$ cat src/rtl/uart_rx_deserializer.sv
// UART receive front end: 2-FF synchroniser, mid-bit sampling FSM and receive FIFO.
// Define UART_RX_PARITY_EN for 8E1 frames, which adds the parity_err output.
module uart_rx_deserializer #(
  parameter int FIFO_DEPTH = 4,
  parameter int DIV_W      = 16
) (
  input  logic                          sys_clk,
  input  logic                          sys_rstn,
  input  logic                          enable,
  input  logic [DIV_W-1:0]              baud_div,
  input  logic                          uart_rxd,
  output logic [7:0]                    rx_data,
  output logic                          rx_valid,
  input  logic                          rx_ready,
  output logic [$clog2(FIFO_DEPTH):0]   fifo_level,
  output logic                          rx_int,
  output logic                          overrun_int,
  input  logic                          overrun_clr,
  output logic                          frame_err,
`ifdef UART_RX_PARITY_EN
  output logic                          parity_err,
`endif
  output logic                          busy
);

  // state    | meaning
  // S_IDLE   | line idle, waiting for a falling edge
  // S_START  | counting to mid start bit, rejects glitches
  // S_DATA   | sampling 8 data bits, LSB first
  // S_PARITY | sampling the even-parity bit (parity builds only)
  // S_STOP   | sampling stop bit, push byte or flag framing error
  // S_BREAK  | line held low after a framing error, wait for high

  localparam int AW = $clog2(FIFO_DEPTH);
  localparam int LW = AW + 1;

  typedef enum logic [2:0] {
    S_IDLE,
    S_START,
    S_DATA,
    S_PARITY,
    S_STOP,
    S_BREAK
  } state_t;

  logic [1:0]       sync_q;
  logic             rxd_s;
  logic             rxd_s_q;
  logic             rx_fall;

  state_t           state_q, state_d;
  logic [DIV_W-1:0] cnt_q, cnt_d;
  logic [DIV_W-1:0] div_q, div_d;
  logic [DIV_W-1:0] div_eff;
  logic [2:0]       bit_idx_q, bit_idx_d;
  logic [7:0]       shift_q, shift_d;
  logic             tick;
  logic             push_req;
  logic             frame_err_c;
`ifdef UART_RX_PARITY_EN
  logic             par_bad_q, par_bad_d;
  logic             parity_err_c;
`endif

  logic [7:0]       mem_q [FIFO_DEPTH];
  logic [AW-1:0]    wr_ptr_q, rd_ptr_q;
  logic [LW-1:0]    level_q;
  logic             full;
  logic             pop;
  logic             push_ok;
  logic             ovr_set;
  logic             overrun_q;

  assign rxd_s   = sync_q[1];
  assign rx_fall = rxd_s_q & ~rxd_s;
  assign div_eff = (baud_div < DIV_W'(4)) ? DIV_W'(4) : baud_div;
  assign tick    = (cnt_q == '0);

  always_ff @(posedge sys_clk or negedge sys_rstn) begin
    if (!sys_rstn) begin
      sync_q    <= 2'b11;
      rxd_s_q   <= 1'b1;
      state_q   <= S_IDLE;
      cnt_q     <= '0;
      div_q     <= DIV_W'(4);
      bit_idx_q <= '0;
      shift_q   <= '0;
`ifdef UART_RX_PARITY_EN
      par_bad_q <= 1'b0;
`endif
    end else begin
      sync_q    <= {sync_q[0], uart_rxd};
      rxd_s_q   <= rxd_s;
      state_q   <= state_d;
      cnt_q     <= cnt_d;
      div_q     <= div_d;
      bit_idx_q <= bit_idx_d;
      shift_q   <= shift_d;
`ifdef UART_RX_PARITY_EN
      par_bad_q <= par_bad_d;
`endif
    end
  end

  always_comb begin
    state_d     = state_q;
    cnt_d       = cnt_q;
    div_d       = div_q;
    bit_idx_d   = bit_idx_q;
    shift_d     = shift_q;
    push_req    = 1'b0;
    frame_err_c = 1'b0;
`ifdef UART_RX_PARITY_EN
    par_bad_d    = par_bad_q;
    parity_err_c = 1'b0;
`endif
    if ((state_q != S_IDLE) && !enable) begin
      state_d = S_IDLE;
    end else begin
      case (state_q)
        S_IDLE: begin
          // divisor is captured here so mid-frame baud_div changes are ignored
          if (enable && rx_fall) begin
            div_d   = div_eff;
            cnt_d   = (div_eff >> 1) - DIV_W'(1);
            state_d = S_START;
          end
        end
        S_START: begin
          if (tick) begin
            if (rxd_s) begin
              state_d = S_IDLE;
            end else begin
              state_d   = S_DATA;
              cnt_d     = div_q - DIV_W'(1);
              bit_idx_d = '0;
            end
          end else begin
            cnt_d = cnt_q - DIV_W'(1);
          end
        end
        S_DATA: begin
          if (tick) begin
            shift_d[bit_idx_q] = rxd_s;
            cnt_d              = div_q - DIV_W'(1);
            bit_idx_d          = bit_idx_q + 3'd1;
            if (bit_idx_q == 3'd7) begin
`ifdef UART_RX_PARITY_EN
              state_d = S_PARITY;
`else
              state_d = S_STOP;
`endif
            end
          end else begin
            cnt_d = cnt_q - DIV_W'(1);
          end
        end
`ifdef UART_RX_PARITY_EN
        S_PARITY: begin
          if (tick) begin
            par_bad_d = rxd_s ^ (^shift_q);
            cnt_d     = div_q - DIV_W'(1);
            state_d   = S_STOP;
          end else begin
            cnt_d = cnt_q - DIV_W'(1);
          end
        end
`endif
        S_STOP: begin
          if (tick) begin
            if (rxd_s) begin
`ifdef UART_RX_PARITY_EN
              if (par_bad_q) parity_err_c = 1'b1;
              else           push_req     = 1'b1;
`else
              push_req = 1'b1;
`endif
              state_d = S_IDLE;
            end else begin
              // a stop error masks any parity error in the same frame
              frame_err_c = 1'b1;
              state_d     = S_BREAK;
            end
          end else begin
            cnt_d = cnt_q - DIV_W'(1);
          end
        end
        S_BREAK: begin
          if (rxd_s) state_d = S_IDLE;
        end
        default: state_d = S_IDLE;
      endcase
    end
  end

  assign pop     = rx_valid & rx_ready;
  assign full    = (level_q == LW'(FIFO_DEPTH));
  // a pop frees the head slot in the same cycle, so a full FIFO still accepts
  assign push_ok = push_req & (~full | pop);
  assign ovr_set = push_req & full & ~pop;

  always_ff @(posedge sys_clk or negedge sys_rstn) begin
    if (!sys_rstn) begin
      for (int i = 0; i < FIFO_DEPTH; i++) mem_q[i] <= '0;
      wr_ptr_q  <= '0;
      rd_ptr_q  <= '0;
      level_q   <= '0;
      overrun_q <= 1'b0;
    end else begin
      if (push_ok) begin
        mem_q[wr_ptr_q] <= shift_q;
        wr_ptr_q        <= wr_ptr_q + AW'(1);
      end
      if (pop) rd_ptr_q <= rd_ptr_q + AW'(1);
      case ({push_ok, pop})
        2'b10:   level_q <= level_q + LW'(1);
        2'b01:   level_q <= level_q - LW'(1);
        default: level_q <= level_q;
      endcase
      if (ovr_set)          overrun_q <= 1'b1;
      else if (overrun_clr) overrun_q <= 1'b0;
    end
  end

  assign rx_data     = mem_q[rd_ptr_q];
  assign rx_valid    = (level_q != '0);
  assign fifo_level  = level_q;
  assign rx_int      = rx_valid;
  assign overrun_int = overrun_q;
  assign frame_err   = frame_err_c;
  assign busy        = (state_q != S_IDLE);
`ifdef UART_RX_PARITY_EN
  assign parity_err  = parity_err_c;
`endif

endmodule
$ cat config.mk
export PLATFORM = sky130hd
export DESIGN_NAME = uart_rx_deserializer
export DESIGN_NICKNAME = d
export VERILOG_FILES = /design/src/rtl/uart_rx_deserializer.sv
export SDC_FILE = /design/constraint.sdc
export NUM_CORES = 1
export LEC_CHECK = 0
export CAP_MARGIN = 15
export CORE_ASPECT_RATIO = 0.8
export CORE_MARGIN = 2
export CORE_UTILIZATION = 50
export DETAILED_ROUTE_END_ITERATION = 16
export DONT_BUFFER_PORTS = 1
export HOLD_SLACK_MARGIN = 0.15
export PLACE_DENSITY = 0.64
export SETUP_SLACK_MARGIN = 0.5
export SLEW_MARGIN = 20
export SYNTH_ARGS = -nofsm -noshare
export SYNTH_HDL_FRONTEND = slang
export SYNTH_SLANG_ARGS = --single-unit
$ cat constraint.sdc
create_clock -name sys_clk -period 3.5 [get_ports sys_clk]
set_input_delay 0.175 -clock sys_clk [delete_from_list [all_inputs] [get_ports sys_clk]]
set_output_delay 0.175 -clock sys_clk [all_outputs]
set_load 0.05 [all_outputs]
Yosys cells after proc, flatten, opt, wreduce, memory -nomap -nowiden
Index checks and enable logic that the tools add are counted.
Widths: inputs -> output; s select.
{"block": "op_classes", "n_addsub": 8, "multipliers": 0, "n_div": 0, "n_lt_le_gt_ge": 6, "n_eq_ne": 20, "n_shift": 0, "n_mux": 41, "n_bitwise": 12, "reduce_logical": 18}
{"cell": "$mux 16", "n": 6}
{"cell": "$pmux 16 s4", "n": 1}
{"cell": "$mux 3", "n": 11}
{"cell": "$bwmux 32", "n": 1}
{"cell": "$sub 16x1->16 const B", "n": 2}
{"cell": "$mux 8", "n": 3}
{"cell": "$ne 3x3->1 const B", "n": 7}
{"cell": "$bmux 8 s2", "n": 1}
{"cell": "$demux 8 s2", "n": 1}
{"cell": "$logic_not 16->1", "n": 1}
{"cell": "$lt 16x3->1 const B", "n": 1}
{"cell": "$sub 15x1->16 const B", "n": 1}
{"cell": "$pmux 3 s5", "n": 1}
{"cell": "$eq 3x3->1 const B", "n": 4}
{"cell": "$pmux 3 s2", "n": 2}
{"cell": "$mux 1", "n": 11}
{"cell": "$ne 2x2->1 const B", "n": 5}
{"cell": "$reduce_and 5->1", "n": 2}
{"cell": "$bwmux 8", "n": 1}
{"cell": "$add 3x1->3 const B", "n": 2}
{"cell": "$ge 3x3->1 const B", "n": 2}
{"cell": "$not 2->3", "n": 2}
{"cell": "$reduce_and 3->1", "n": 2}
{"cell": "$reduce_and 6->1", "n": 1}
{"cell": "20 further kinds", "n": 34}
{"block": "totals", "register_bits": 89, "latch_bits": 0, "ramBits": 0, "romBits": 0, "input_bits": 22, "output_inout_bits": 16, "wordCells": 120, "n_memories": 0}

Longest topological paths before layout
Gate-level depths: netlist of run 1.
{"block": "depth", "depth_word": 7, "mapped_depth": 13, "depth_no_buf": 12}

Worst setup path before layout of run 1
Ideal clock, no wire load.
{"block": "synth_path", "path_type": "register to register", "start": "register cnt_q[7]", "end": "register level_q[2] (netlist: fifo_level[2])", "setup_ns": 0.144, "arrival_time_ns": 2.715, "required_ns": 3.356, "setup_slack_ns": 0.640, "stages_incl_launch_ff": 13, "synth_period_minus_slack_ns": 2.860, "path_cell_list": "dfrtp_1 buf_4 nor3_1 nand2_1 and4bb_2 buf_2 or4b_2 ha_1 inv_1 fa_1 xor2_1 nor2_1 xor2_1"}
{"block": "synth_via", "elab_chain_len": 7, "word_cells_on_any_way": 9, "cone_classes": "2 x eq/ne; 4 x mux; 1 x bitwise; 2 x reduce/logical"}
{"item": "from (decl)", "line": "52", "source": "logic [DIV_W-1:0] cnt_q, cnt_d;"}
{"item": "from (signal assigned)", "line": "95", "source": "cnt_q <= cnt_d;"}
{"item": "$logic_not 16->1 *", "line": "77", "source": "assign tick = (cnt_q == '0);"}
{"item": "$mux 1 *", "line": "170", "source": "if (tick) begin"}
{"item": "$mux 1 *", "line": "120", "source": "case (state_q)"}
{"item": "$mux 1 *", "line": "117", "source": "if ((state_q != S_IDLE) && !enable) begin"}
{"item": "$and 1x1->1 *", "line": "199", "source": "assign push_ok = push_req & (~full | pop);"}
{"item": "$eq 2x1->1 or $eq 2x2->1 (tied branches)", "line": "215", "source": "case ({push_ok, pop})"}
{"item": "$pmux 3 s2 or $reduce_bool 2->1 (tied branches)"}
{"item": "to (signal assigned)", "line": "216", "source": "2'b10: level_q <= level_q + LW'(1);"}
{"item": "to (signal assigned)", "line": "217", "source": "2'b01: level_q <= level_q - LW'(1);"}
{"item": "to (signal assigned)", "line": "218", "source": "default: level_q <= level_q;"}
{"item": "to (decl)", "line": "67", "source": "logic [LW-1:0] level_q;"}
Mark *: on every way between the ends. The rest lies on a longest branch, timed or not.
A chain may end at the register's enable or synchronous reset.

Final worst setup path of run 1
{"block": "layout_path", "start": "register cnt_q[7]", "end": "register level_q[1] (netlist: fifo_level[1])"}
The elaborated chain is that of the path after synthesis.

==> results_dict.tcl, run 1 <==
set metrics [dict create \
    tns_ps 0 \
    r2r-start "cnt_q[7]$_DFFE_PN0P_" \
    wl_per_cell_um 18.5 \
    synth_top_area_cell "dfrtp_1" \
    cp_slowest_cell "or4b_2" \
    die_w_um 118 \
    run_status "finished, final reports clean" \
    arrival_ps 3060 \
    grt_use_total_pct 23.2 \
    synthesis.area_sq_um 5200 \
    yosysSeqAreaShare_pct 42.9 \
    std_cell_rows 33 \
    ant_nets 0 \
    routed_wl_mm 12.4 \
    core_sq_um 10200 \
    post-route-period-util_pct 80.0 \
    gr-total-overflow 0 \
    hp-class "in -> reg" \
    path_depth 8 \
    initial_core_util_pct 51.0 \
    reg2reg_to "fifo_level[1]$_DFFE_PN0P_" \
    power_frac_seq_pct 47.7 \
    worst_pin_slew_ps 770 \
    route.met3.wl_um 717 \
    start_kind "flip-flop" \
    dp.cells 630 \
    cpLargestDelayFamily "simple AND/OR/NAND/NOR gates" \
    rsz0062_at_grt "no" \
    dr_total_vias 4062 \
    synth_top_area_share_pct 40.9 \
    io_pins 38 \
    ys.warnings.count 0 \
    ys_top_cells_by_area "dfrtp_1, mux2_2, mux4_2" \
    avgSynthCellArea_sq_um 10.4 \
    endpoint_kind "flip-flop" \
    switching_share_pct 35.5 \
    worst_path_largest_cell_delay_ps 620 \
    maxSlewViolCount 0 \
    fin_nets 558 \
    clock-root-buffer "clkbuf_16" \
    placed_area_sq_um 5380 \
    grt_max_degree 90 \
    cp-endpoint "fifo_level[1]$_DFFE_PN0P_" \
    cts_buffers 9 \
    grt_pass1_vias 3993 \
    clk_pin_slew_worst_paths_ps 70 \
    pwr-share-comb_pct 21.5 \
    p_clk_share_pct 30.8 \
    htree_levels 3 \
    wl_met1_mm 6.00 \
    relSlewSlack_pct 47.4 \
    grt_pass1_wl_mm 20.6 \
    cts_tree "done" \
    clockBufferDepth 2 \
    cp_max_fo 11 \
    p_int_w 0.00198 \
    fin_crit_ps 2800 \
    wl_met2_mm 5.51 \
    place_congestion 0.850 \
    dieArea_sq_um 11200 \
    ys_seq_elements 89 \
    dr.pass1.iters 5 \
    num_antenna_cells 0 \
    ys_types 67 \
    p_leak_nw 2.49 \
    final_common_cell "dfrtp_1" \
    powerDensity_nw_per_um2 519 \
    async_flop_share_pct 100 \
    hpwl_mm 8.38 \
    synth_edf_count 0 \
    hold_violations 0 \
    layout_common_cells "dfrtp_1, mux2_2, nand2_1" \
    postCtsSetupBuffers 0 \
    required_ps 3760 \
    ff2ff_path_depth 8 \
    cts.sinks 89 \
    regToRegSetupSlack_ps 700 \
    ir_drop_v 0.000305 \
    syn-num-nets 532 \
    fin_area_sq_um 5920 \
    final.setup_skew_ps 8.50 \
    avgViaCountPerCell 6.07 \
    clk_latency_ps 340 \
    crit_buf_inv 1 \
    routed.top_layer "met4" \
    p_sw_w 0.00109 \
    max_freq_mhz 357 \
    final_cells 669 \
    crit_type "reg -> reg" \
    synthesis.instances 498 \
    drive_gt1_share_pct 22.7 \
    area_growth_pct 13.8 \
    setup_viol 0 \
    die_y_um 95.2 \
    drt-initial-drc-count 299 \
    port_buffers 0 \
    drv_cap 0 \
    synth_ff_type "dfrtp_1" \
    crit_chain "nor3_2 -> nand2_1 -> and4bb_2 -> or4b_2 -> ha_1 -> inv_1 -> fa_1 -> o21ai_0" \
    cp-startpoint "cnt_q[7]$_DFFE_PN0P_" \
    grt_antenna_before_repair 0 \
    drc_errors 0 \
]
[power groups by stage]
stage / Clock (W) / Combinational, W / Sequential [W]
6_report: 0.000944 / 0.000660 / 0.00147
5_1_grt: 0.00102 / 0.000729 / 0.00149
4_1_cts: 0.000967 / 0.000659 / 0.00146
3_5_place_dp: 0 / 0.000609 / 0.00148
3_3_place_gp: 0 / 0.000590 / 0.00147
2_1_floorplan: 0 / 0.000575 / 0.00135
[stage by stage]
stage | worst slack (ps) | total power [W] | util [%] | hold WS, ps
global route | 517 | 0.00324 | 58.0 | 181
detailed placement | 448 | 0.00209 | 52.7 | -117
global placement | 593 | 0.00206 | 52.7 | -116
finish | 699 | 0.00307 | 58.0 | 171
CTS | 627 | 0.00309 | 58.0 | 167
floorplan | 640 | 0.00193 | - | -121
[worst min path at each step]
stage	start	end	slack (ps)	cells after the start
6_report	enable	wr_ptr_q[0]$_DFFE_PN0P_	170	3
5_1_grt	enable	wr_ptr_q[0]$_DFFE_PN0P_	180	3
4_1_cts	enable	wr_ptr_q[0]$_DFFE_PN0P_	170	3
3_5_place_dp	sys_rstn	div_q[0]$_DFFE_PN0P_	-120	0
3_3_place_gp	sys_rstn	div_q[0]$_DFFE_PN0P_	-120	0
2_1_floorplan	sys_rstn	bit_idx_q[0]$_DFFE_PN0P_	-120	0
[registers in the layout, summed over array words and instances (netlist names)]
name         count
state_q          3
shift_q          8
mem_q           32
cnt_q           16
overrun_int      1
div_q           16
rxd_s_q          1
sync_q           2
wr_ptr_q         2
fifo_level       3
bit_idx_q        3
rd_ptr_q         2
[cells in the mapped netlist, types with 8 or more instances]
master	number
a21oi_1	10
buf_2	8
clkbuf_1	9
dfrtp_1	85
ha_1	11
inv_1	12
mux2_2	54
mux4_2	8
nand2_1	42
nand2b_1	8
nand3_1	12
nor2_1	32
nor3_1	12
nor4_1	18
o21ai_0	34
o22ai_1	8
xnor2_1	19
xor2_1	15
[routing by layer]
| layer | vias to the layer above | track usage (%) |
|---|---|---|
| met2 | 136 | 35.3 |
| met3 | 19 | 5.26 |
| met1 | 2021 | 33.5 |
| li1 | 1886 | - |
| met4 | 0 | 6.43 |
| met5 | - | 0 |
[cell type report]
| cell class | count | area [sq um] |
|---|---|---|
| fill | 888 | 4280 |
| multi-input combinational | 373 | 2810 |
| sequential | 89 | 2230 |
| timing repair buffer | 39 | 368 |
| clock buffer | 9 | 225 |
| tap | 140 | 175 |
| clock inverter | 7 | 62.6 |
| inverter | 12 | 45.0 |
[logic make-up (layout without fill, tap and decap cells)]
logic type / after synthesis / count (layout) / share of synthesized area [%]
multiplexers: 65 / 65 / 15.7
adder cells (fa/ha/maj): 12 / 12 / 3.03
buffers and inverters: 36 / 67 / 3.18
flip-flops: 89 / 89 / 42.9
AO/OA/AOI/OAI: 88 / 88 / 10.7
AND/OR/NAND/NOR: 174 / 174 / 18.7
XOR/XNOR: 34 / 34 / 5.73
[tightest hold or removal path, stage by stage]
cell	delay [ps]
nand2_1	90
nor2_4	70
xnor2_1	130
[repair_timing]
| item | 4_1_cts | 5_1_grt |
|---|---|---|
| resized for setup | 0 | 1 |
| hold buffers | 23 | 0 |
| endpoints found under the setup margin | 0 | 2 |
| endpoints found under the hold margin | 113 | 0 |
No activity file was read; power rests on OpenSTA's default activity.
==> run 2, diff against run 1 <==
PLACE_DENSITY = 0.67   (was 0.64)
clock period = 2.4 ns   (was 3.5 ns; I/O delays follow)
==> run 2 against run 1 <==
First-iteration DRC count up 34%. Utilization up 15 points. Via count up 11%. Total power up 66%. Fmax up 12%. The flow now finishes with violations (negative hold slack, negative setup slack). Highest routed layer unchanged. Critical path type unchanged. Die area unchanged. Sequential cell count unchanged. Register-to-register slack worse by 790 ps. Final cell count up 12%.
==> results_dict.tcl, run 2 (same netlist as run 1, synthesis figures left out) <==
set metrics [dict create \
    hp-class "in -> async" \
    cp_max_fo 2 \
    fin_area_sq_um 7460 \
    htree_levels 3 \
    std_cell_rows 33 \
    rsz0062_at_grt "yes" \
    layout_common_cells "dfrtp_1, buf_4, mux2_4" \
    dr.pass1.iters 5 \
    post-route-period-util_pct 104 \
    clock-root-buffer "clkbuf_16" \
    violations "negative hold slack, negative setup slack" \
    grt_use_total_pct 27.8 \
    powerDensity_nw_per_um2 681 \
    num_antenna_cells 0 \
    grt_max_degree 90 \
    drc_errors 0 \
    die_w_um 118 \
    clk_pin_slew_worst_paths_ps 60 \
    initial_core_util_pct 51.0 \
    worst_pin_slew_ps 623 \
    arrival_ps 2730 \
    crit_type "reg -> reg" \
    drt-initial-drc-count 400 \
    max_freq_mhz 401 \
    fin_nets 635 \
    start_kind "flip-flop" \
    final_cells 746 \
    dp.cells 668 \
    cts_buffers 9 \
    place_congestion 0.910 \
    relSlewSlack_pct 57.4 \
    ctsHoldBuffers 20 \
    hold_slack_ps -535 \
    grt_pass1_wl_mm 24.0 \
    endpoint_kind "flip-flop" \
    ant_nets 0 \
    finalWorstSetupSlack_ps -91.4 \
    avgViaCountPerCell 6.05 \
    hold_violations 89 \
    port_buffers 0 \
    ir_drop_v 0.000739 \
    grt_pass1_vias 4566 \
    maxSlewViolCount 0 \
    clockBufferDepth 2 \
    regMostFlops "mem_q" \
    core_sq_um 10200 \
    reg_top3 "mem_q: 32 flops, cnt_q: 16 flops, div_q: 16 flops" \
    nFillCells 679 \
    placed_area_sq_um 5950 \
    largest_reg_flops 32 \
    grt_antenna_before_repair 0 \
    final_common_cell "dfrtp_1" \
    dieArea_sq_um 11200 \
    clk_latency_ps 360 \
    routed_wl_mm 15.4 \
    wl_per_cell_um 20.7 \
    dr_total_vias 4510 \
    required_ps 2640 \
    cts.sinks 89 \
    cts_tree "done" \
    p_leak_nw 3.19 \
    io_pins 38 \
    gr-total-overflow 0 \
    hpwl_mm 9.30 \
    die_y_um 95.2 \
    regToRegSetupSlack_ps -90 \
    drive_gt1_share_pct 47.5 \
    drv_cap 0 \
    final.setup_skew_ps 11.7 \
    run_status "finished with violations" \
    fin_crit_ps 2490 \
    area_growth_pct 43.5 \
    setup_viol 26 \
]
-- run 2: cell types whose count changed in the layout (fill, tap and decap cells not counted), sizes merged --
cell,change
buf,+79
inv,-3
dlygate4sd3,-2
clkbuf,+1
clkinv,+1
clkinvlp,+1
-- run 2: routing by layer --
layer	GRT usage, %	share of wire, %	vias to the layer above	wire length [um]
met5	0	0	-	0
met4	9.84	2.5	0	378
met3	6.58	6.9	40	1060
met2	44.9	48	190	7360
met1	37.2	43	2242	6620
li1	-	-	2038	-
-- run 2: path summary, 6_finish.rpt --
check | startpoint | end | cells past startpoint
max in group asynchronous | sys_rstn | div_q[2]$_DFFE_PN1P_ | 0
min reg2reg | sync_q[0]$_DFF_PN1_ | sync_q[1]$_DFF_PN1_ | 0
min | sys_rstn | cnt_q[5]$_DFFE_PN0P_ | 0
min in group sys_clk | rx_ready | overrun_int$_DFFE_PN0P_ | 4
max | cnt_q[1]$_DFFE_PN0P_ | fifo_level[2]$_DFFE_PN0P_ | 12
max reg2reg | cnt_q[1]$_DFFE_PN0P_ | fifo_level[2]$_DFFE_PN0P_ | 12
-- run 2: what timing repair did --
action,in CTS,in global routing
cloned,2,0
setup buffers,26,14
pin swaps,42,36
gates resized for setup,135,44
hold endpoints to repair,119,90
setup endpoints to repair,89,82
-- run 2: cell type report --
cell class	count	area (sq um)	area share [%]
multi-input combinational	373	3600	48.2
sequential	89	2230	29.9
timing repair buffer	116	1130	15.2
clock buffer	10	229	3.07
tap	140	175	2.35
inverter	12	45.0	0.604
clock inverter	6	43.8	0.587
-- run 2: critical path: stages, from the launching register on --
cell      delay [ps]
dfrtp_1          390
inv_2             90
ha_4             160
nand2b_4          60
nor4_4           160
and4bb_2         300
or4b_4           490
ha_4             180
inv_2             50
fa_1             170
xor2_1           150
nor2_1            60
xor2_1           130
-- run 2: report_power, final --
group	internal (W)	switching, W
logic	0.000871	0.000872
clock network	0.000705	0.000608
registers	0.00170	0.000333
-- run 2: stage by stage --
| stage | power [W] | hold WS, ps | setup WS (ps) | util [%] | setup TNS, ps |
|---|---|---|---|---|---|
| floorplan | 0.00288 | -176 | -114 | - | -176 |
| global placement | 0.00326 | -169 | -187 | 58.3 | -339 |
| detailed placement | 0.00330 | -172 | -170 | 58.3 | -340 |
| CTS | 0.00493 | -543 | -89.8 | 70.3 | -163 |
| global route | 0.00533 | -554 | -250 | 73.2 | -4200 |
| finish | 0.00508 | -535 | -91.4 | 73.2 | -1450 |
==> run 3, diff against run 2 <==
ABC_CLOCK_PERIOD_IN_PS = 2900   (was default)
PLACE_DENSITY = 0.64   (was 0.67)
clock period = 2.9 ns   (was 2.4 ns; I/O delays follow)
==> run 3 against run 2 <==
The flow now finishes without violations. Global-route usage decreased by 3.8 points. Combinational power decreased by 39%. Routed wire length decreased by 16%. Worst setup slack improved by 520 ps. Total power decreased by 24%. Die area unchanged. Non-clock buffer count decreased by 52.
==> results_dict.tcl, run 3 (same netlist as run 1, synthesis figures left out) <==
set metrics [dict create \
    run_status "finished, final reports clean" \
    core_sq_um 10200 \
    cp_max_fo 2 \
    gr-total-overflow 0 \
    die_y_um 95.2 \
    cts.sinks 89 \
    drt-initial-drc-count 426 \
    dieArea_sq_um 11200 \
    rsz0062_at_grt "yes" \
    grt_use_total_pct 24.0 \
    clk_latency_ps 340 \
    hpwl_mm 8.90 \
    nFillCells 853 \
    regMostFlops "mem_q" \
    relSlewSlack_pct 57.6 \
    setup_viol 0 \
    powerDensity_nw_per_um2 615 \
    clk_pin_slew_worst_paths_ps 60 \
    std_cell_rows 33 \
    hp-class "in -> reg" \
    dr.pass1.iters 5 \
    cpLargestDelayFamily "simple AND/OR/NAND/NOR gates" \
    place_ws_ps 258 \
    htree_levels 3 \
    cts_buffers 9 \
    p_clk_share_pct 28.4 \
    clockBufferDepth 2 \
    required_ps 3120 \
    initial_core_util_pct 51.0 \
    cts_tree "done" \
    final_cells 694 \
    worst_pin_slew_ps 636 \
    pwr-share-comb_pct 27.2 \
    avgViaCountPerCell 5.99 \
    io_pins 38 \
    drive_gt1_share_pct 32.1 \
    tns_ps 0 \
    hold_slack_ps 150 \
    switching_share_pct 34.9 \
    port_buffers 0 \
    final_common_cell "dfrtp_1" \
    finalPower_w 0.00388 \
    regToRegSetupSlack_ps 420 \
    drc_errors 0 \
    num_antenna_cells 0 \
    crit_chain "inv_2 -> ha_4 -> nand2b_4 -> nor4_4 -> and4bb_2 -> or4b_4 -> ha_4 -> inv_2 -> fa_2 -> xor2_1 -> nor2_1 -> xor2_1" \
    post-route-period-util_pct 85.4 \
    grt_pass1_vias 4018 \
    dp.cells 640 \
    place_congestion 0.877 \
    reg_top3 "mem_q: 32 flops, cnt_q: 16 flops, div_q: 16 flops" \
    die_w_um 118 \
    largest_reg_flops 32 \
    multi_input_area_sq_um 3010 \
    p_sw_w 0.00135 \
    endpoint_kind "flip-flop" \
    fin_crit_ps 2480 \
    routed_wl_mm 13.0 \
    worst_path_largest_cell_delay_ps 490 \
    drv_cap 0 \
    clock-root-buffer "clkbuf_16" \
    arrival_ps 2700 \
    layout_common_cells "dfrtp_1, mux2_2, nand2_1" \
    final.setup_skew_ps 10.7 \
    hold_violations 0 \
    max_freq_mhz 404 \
    grt_pass1_wl_mm 21.0 \
    p_int_w 0.00253 \
    grt_max_degree 90 \
    finalWorstSetupSlack_ps 425 \
    maxSlewViolCount 0 \
    power_frac_seq_pct 44.4 \
    grt_antenna_before_repair 0 \
    crit_buf_inv 2 \
    seq_area_sq_um 2240 \
    crit_type "reg -> reg" \
    ant_nets 0 \
    wl_per_cell_um 18.8 \
    start_kind "flip-flop" \
    fin_nets 583 \
    p_leak_nw 2.66 \
    area_growth_pct 21.4 \
    ir_drop_v 0.000576 \
    cp_slowest_cell "or4b_4" \
    dr_total_vias 4160 \
]
[run 3: changes by cell type in the layout (fill, tap and decap cells not counted), sizes merged]
cell         before  now
dlygate4sd3      20   22
buf              96   42
clkinv            4    2
inv              13   14
clkbuf           10   11
[run 3: final cells by class]
class | instances | share of cell area, %
clock inverter | 5 | 0.615
inverter | 12 | 0.714
clock buffer | 11 | 3.85
sequential | 89 | 35.5
multi-input combinational | 373 | 47.6
tap | 140 | 2.78
timing repair buffer | 64 | 8.92
[run 3: power by group through the flow]
stage / combinational [W] / sequential (W) / clock, W
2_1_floorplan: 0.000709 / 0.00164 / 0
3_3_place_gp: 0.000845 / 0.00171 / 0
3_5_place_dp: 0.000864 / 0.00172 / 0
4_1_cts: 0.000953 / 0.00170 / 0.00113
5_1_grt: 0.00115 / 0.00176 / 0.00119
6_report: 0.00106 / 0.00172 / 0.00110
[run 3: per-layer routing]
| layer | track usage, % | vias to the layer above | wire length (um) |
|---|---|---|---|
| li1 | - | 1930 | - |
| met3 | 6.70 | 20 | 943 |
| met1 | 35.3 | 2064 | 6150 |
| met4 | 4.62 | 0 | 132 |
| met2 | 35.8 | 146 | 5790 |
| met5 | 0 | - | 0 |
[run 3: final timing paths]
kind	start	endpoint	cells past startpoint
setup reg to reg	cnt_q[0]$_DFFE_PN0P_	fifo_level[2]$_DFFE_PN0P_	12
setup / recovery	cnt_q[0]$_DFFE_PN0P_	fifo_level[2]$_DFFE_PN0P_	12
min in group asynchronous	sys_rstn	div_q[0]$_DFFE_PN0P_	2
max in group asynchronous	sys_rstn	cnt_q[8]$_DFFE_PN0P_	2
hold reg to reg	sync_q[0]$_DFF_PN1_	sync_q[1]$_DFF_PN1_	0
hold / removal	baud_div[13]	cnt_q[12]$_DFFE_PN0P_	4
[run 3: through the flow]
step | utilization, % | area [sq um]
after detailed placement | 53.9 | 5500
after global placement | 53.9 | 5500
after global routing | 61.9 | 6310
final | 61.9 | 6310
after CTS | 59.6 | 6080
after floorplan | - | 5260
[run 3: worst min-delay path: cells and delay by family]
| family | cells | cell delay [ps] |
|---|---|---|
| xor+xnor | 1 | 50 |
| simple gates | 1 | 80 |
| compound gates | 2 | 180 |
[run 3: what timing repair did]
action / CTS / global route
hold buffers: 23 / 0
endpoints found under the hold margin: 113 / 0
endpoints found under the setup margin: 50 / 58
pin swaps: 7 / 9
buffers inserted: 4 / 11
resized for setup: 10 / 34
